===== config.mk =====
export PLATFORM = sky130hd
export DESIGN_NAME = cmn_bin2onehot_fifo
export DESIGN_NICKNAME = d
export VERILOG_FILES = /design/src/rtl/cmn_bin2onehot_fifo.sv
export SDC_FILE = /design/constraint.sdc
export NUM_CORES = 1
export LEC_CHECK = 0
export ABC_AREA = 1
export ABC_CLOCK_PERIOD_IN_PS = 2600
export BUFFER_PORTS_ARGS = -buffer_cell sky130_fd_sc_hd__buf_2
export CORE_AREA = 10 10 47 49
export DETAILED_ROUTE_END_ITERATION = 7
export DIE_AREA = 0 0 57 59
export GPL_TIMING_DRIVEN = 0
export HOLD_SLACK_MARGIN = 0.12
export PLACE_DENSITY = 0.59
export SLEW_MARGIN = 15
export SYNTH_ARGS = -nofsm -noshare
export SYNTH_HDL_FRONTEND = slang
export SYNTH_SLANG_ARGS = --single-unit

===== constraint.sdc =====
create_clock -name clk -period 2.6 [get_ports clk]
set_clock_uncertainty 0.05 [all_clocks]
set_input_delay 0.13 -clock clk [delete_from_list [all_inputs] [get_ports clk]]
set_output_delay 0.13 -clock clk [all_outputs]
set_load 0.02 [all_outputs]

===== src/rtl/cmn_bin2onehot_fifo.sv =====
// Buffered binary-index to one-hot decoder with valid/ready handshakes on both sides.
// Indices that do not fit in ONEHOT_WIDTH bits are flagged on out_err instead of decoded.
module cmn_bin2onehot_fifo #(
  parameter  int ONEHOT_WIDTH = 4,
  parameter  int DEPTH        = 2,
  localparam int BIN_WIDTH    = $clog2(ONEHOT_WIDTH),
  localparam int CNT_WIDTH    = $clog2(DEPTH + 1)
) (
  input  logic                    clk,
  input  logic                    rst_n,
  input  logic                    flush,
  input  logic                    in_vld,
  output logic                    in_rdy,
  input  logic [BIN_WIDTH-1:0]    in_bin,
  output logic                    out_vld,
  input  logic                    out_rdy,
  output logic [ONEHOT_WIDTH-1:0] out_onehot,
  output logic                    out_err,
  output logic [CNT_WIDTH-1:0]    count
);

  localparam int          PTR_W  = (DEPTH > 1) ? $clog2(DEPTH) : 1;
  localparam logic [31:0] OH_LIM = ONEHOT_WIDTH;

  logic [BIN_WIDTH-1:0] mem_q [DEPTH];
  logic [PTR_W-1:0]     wr_ptr_q, wr_ptr_d;
  logic [PTR_W-1:0]     rd_ptr_q, rd_ptr_d;
  logic [CNT_WIDTH-1:0] count_q, count_d;
  logic                 push, pop;
  logic [BIN_WIDTH-1:0] head;

  // Explicit compare-and-wrap so non-power-of-two depths never index past the last entry.
  function automatic logic [PTR_W-1:0] ptr_inc(input logic [PTR_W-1:0] p);
    if (p == PTR_W'(DEPTH - 1)) return '0;
    return p + PTR_W'(1);
  endfunction

  assign in_rdy  = (count_q < CNT_WIDTH'(DEPTH));
  assign out_vld = (count_q != '0);
  assign count   = count_q;
  assign push    = in_vld && in_rdy;
  assign pop     = out_vld && out_rdy;
  assign head    = mem_q[rd_ptr_q];

  always_comb begin
    wr_ptr_d = wr_ptr_q;
    rd_ptr_d = rd_ptr_q;
    count_d  = count_q;
    if (flush) begin
      wr_ptr_d = '0;
      rd_ptr_d = '0;
      count_d  = '0;
    end else begin
      if (push) wr_ptr_d = ptr_inc(wr_ptr_q);
      if (pop)  rd_ptr_d = ptr_inc(rd_ptr_q);
      count_d = count_q + CNT_WIDTH'(push) - CNT_WIDTH'(pop);
    end
  end

  always_ff @(posedge clk or negedge rst_n) begin
    if (!rst_n) begin
      wr_ptr_q <= '0;
      rd_ptr_q <= '0;
      count_q  <= '0;
    end else begin
      wr_ptr_q <= wr_ptr_d;
      rd_ptr_q <= rd_ptr_d;
      count_q  <= count_d;
    end
  end

  // Storage needs no reset: it is only observed through the out_vld gate.
  always_ff @(posedge clk) begin
    if (push && !flush) mem_q[wr_ptr_q] <= in_bin;
  end

  always_comb begin
    out_onehot = '0;
    for (int i = 0; i < ONEHOT_WIDTH; i++) begin
      if (out_vld && (head == BIN_WIDTH'(i))) out_onehot[i] = 1'b1;
    end
  end

  assign out_err = out_vld && (32'(head) >= OH_LIM);

endmodule


==> results by group <==
STA
  • RSZ-0062 raised after global routing: false
  • Final Hold Viols: 0
  • Period utilisation layout: 0.5534
  • Fin Setup TNS: 0 ns
  • Final min period: 1.439 ns
  • Fmax: 695.0 MHz
  • Setup-failing EPs final: 0
  • Hold Slack: 0.1550 ns
  • Max-slew violation count: 0
  • Final WS setup: 1.161 ns

Flow run
  • Max_cap viols: 0

Power and ir drop
  • Leakage power: 0.3251 nW
  • Peak supply drop: 0.2868 mV
  • PD cells: 939.4 nW/um2

Drt
  • DRC Markers: 0
  • Routed WL: 930 um
  • Total vias in the final route: 395
  • DRT antenna net count: 0
  • Post-DR wirelength/cell: 10.00 um
  • DRT iter0 DRCs: 8
  • Vias per inst: 4.247
  • Drt pass-1 iters: 2

GRT
  • Antenna violations before repair: 0
  • Gr usage total: 0.06443
  • GRT overflow: 0
  • Vias in the first global route: 404
  • Largest net degree at the start of global routing: 6
  • Global-route wire length before repair: 1725 um

Yosys
  • Area share of and/or/nand/nor cells after synthesis: 0.2992
  • Synth unique cells: 18
  • Post-Synth Adder-Cell Area: 0.05540
  • Synthesized cell area: 451.7 um2
  • Compound-Gate Fraction of Synth Area: 0.04155
  • Post-synthesis mux area share: 0
  • Synth Flop Type: edfxtp_1
  • FF+latch count, synth: 8
  • Cells after Synth: 54
  • Xor/xnor share of the synthesized area: 0
  • Avg Cell Area, Syn: 8.365 um2
  • Synth async-reset ratio: 0.5000
  • Synth warnings: 0
  • Largest family of logic cells by synthesized area: simple AND/OR/NAND/NOR gates
  • Commonest cells in the netlist: 9 x inv_1, 9 x nand2_1, 8 x nor2_1
  • Sequential share of the synthesized area: 0.4875
  • Post-synth top area share: 0.2659
  • Largest area contributor in the netlist: edfxtp_1
  • Post-synth EDFFs: 4
  • Largest cells by area after synthesis: edfxtp_1 27%, dfrtp_1 22%, inv_1 7.5%, nand2_1 7.5%, nor2_1 6.6%
  • Post-Syn Nets: 63

Clocking
  • PostCTS Resize Cnt: 0
  • CTS max path bufs: 2
  • CTS tree: yes
  • Postcts setup bufs: 0
  • Cts bufs inserted: 3
  • Clk pin slew, worst setup/hold paths: 0.05 ns
  • Num Clock Sinks: 8
  • Hold buffer count at CTS: 5
  • Clk root buf: clkbuf_4
  • Clk Latency, worst-skew pair: 0.25 ns
  • H-tree Lvls: 1

Critical path
  • Reg2Reg Depth: 7
  • CP Max Fanout: 2
  • FF-to-FF setup slack: 1.16 ns
  • CP Launch Type: input pin
  • WP data required: 2.69 ns
  • Arrival @ worst endpoint: 1.53 ns
  • Setup CP Type: input pin to flip-flop
  • Crit. End Element: flip-flop

Floorplanning
  • Row Count: 14
  • CORE AREA: 1401 um2
  • I/O pin cnt: 16
  • Initial Utilization: 0.3223
  • Die area: 3363 um2
  • Die Y: 59 um
  • Die Wd: 57 um

Final layout
  • Multi-input gate area: 182.7 um2
  • Seq. cell area: 220.2 um2
  • Fillers: 157
  • Post-route design area: 618.1 um2
  • Cell Count, Final, Fillers Out: 93
  • Fraction of final layout cells with drive strength greater than 1: 0.3506
  • # diodes: 0
  • Post-layout nets: 87
  • Area Overhead vs Synth: 36.84%

Placed design
  • DP Area: 541.8 um2
  • IO Port Bufs: 14
  • Pre-CTS WS: 1.160 ns
  • Post-DP HPWL: 767.4 um
  • Placed insts: 84
  • Routability cong.: 0.6427

Worst hold path
  • Number of cells on the worst hold path: 3
  • Hold Path Class: input pin to flip-flop

Status
  • Status: finished, final reports clean
## worst max-delay path, stage by stage
cell           delay (ns)
dlygate4sd3_1        0.52
buf_2                0.11
inv_1                0.03
nor2_1               0.13
ha_1                 0.24
inv_1                0.05
ha_1                 0.15
nand3_1              0.07
nand2_1              0.05
nor2_1               0.04
## flip-flops by register name, indices dropped and copies added (netlist names)
| signal | flops |
|---|---|
| count | 2 |
| mem_q | 4 |
| wr_ptr_q | 1 |
| rd_ptr_q | 1 |
## where the power goes
part,switching [W],leakage (nW),internal (W)
logic,0.000192,0.221,0.000103
clock network,0.0000418,0.0150,0.0000587
registers,0.0000240,0.0894,0.000161
total,0.000257,0.325,0.000323
## routing by layer
metal / wire length (um) / track usage / vias to the layer above
li1: - / - / 210
met1: 389 / 0.06788 / 172
met2: 461 / 0.09922 / 11
met3: 68 / 0.02146 / 2
met4: 10 / 0.06040 / 0
met5: 0 / 0 / -
## layout make-up
class | instances | area share
buffer | 1 | 0.01215
sequential | 8 | 0.3563
multi-input combinational | 34 | 0.2955
inverter | 11 | 0.06680
tap | 16 | 0.03239
clock buffer | 4 | 0.04251
timing repair buffer | 19 | 0.1943
## cells in the final DEF, fill, tap and decap left out
cell type	synthesis	routed
a21oi_1	1	1
buf_2	0	14
buf_4	1	1
clkbuf_1	0	1
clkbuf_4	0	3
conb_1	1	1
dfrtp_1	4	4
dlygate4sd3_1	0	5
edfxtp_1	4	4
ha_1	2	2
inv_1	9	9
inv_2	2	2
nand2_1	9	9
nand2_2	3	3
nand2_4	1	1
nand3_1	4	4
nand3_2	1	1
nor2_1	8	8
nor2_2	1	1
nor3_1	1	1
o21ai_1	1	1
o21ai_2	1	1
## final timing paths
path | end | startpoint
hold / removal | wr_ptr_q$_DFFE_PN0P_ | in_vld
setup reg to reg | count[1]$_DFF_PN0_ | count[1]$_DFF_PN0_
setup / recovery | count[1]$_DFF_PN0_ | out_rdy
hold reg to reg | wr_ptr_q$_DFFE_PN0P_ | wr_ptr_q$_DFFE_PN0P_
min in group asynchronous | rd_ptr_q$_DFFE_PN0P_ | rst_n
max in group asynchronous | count[1]$_DFF_PN0_ | rst_n
## cell families after synthesis
family / after synthesis
AND/OR/NAND/NOR: 28
adder cells (fa/ha/maj): 2
other: 1
AO/OA/AOI/OAI: 3
buffers and inverters: 12
flip-flops: 8
## metrics by stage
stage                     power [W]  utilization
after floorplan           0.0003994            -
after global placement    0.0004759       0.3866
after detailed placement  0.0004815       0.3866
after CTS                 0.0005924       0.4411
after global routing      0.0006393       0.4411
final                     0.0005807       0.4411
Power figures use the tool's default switching activity.
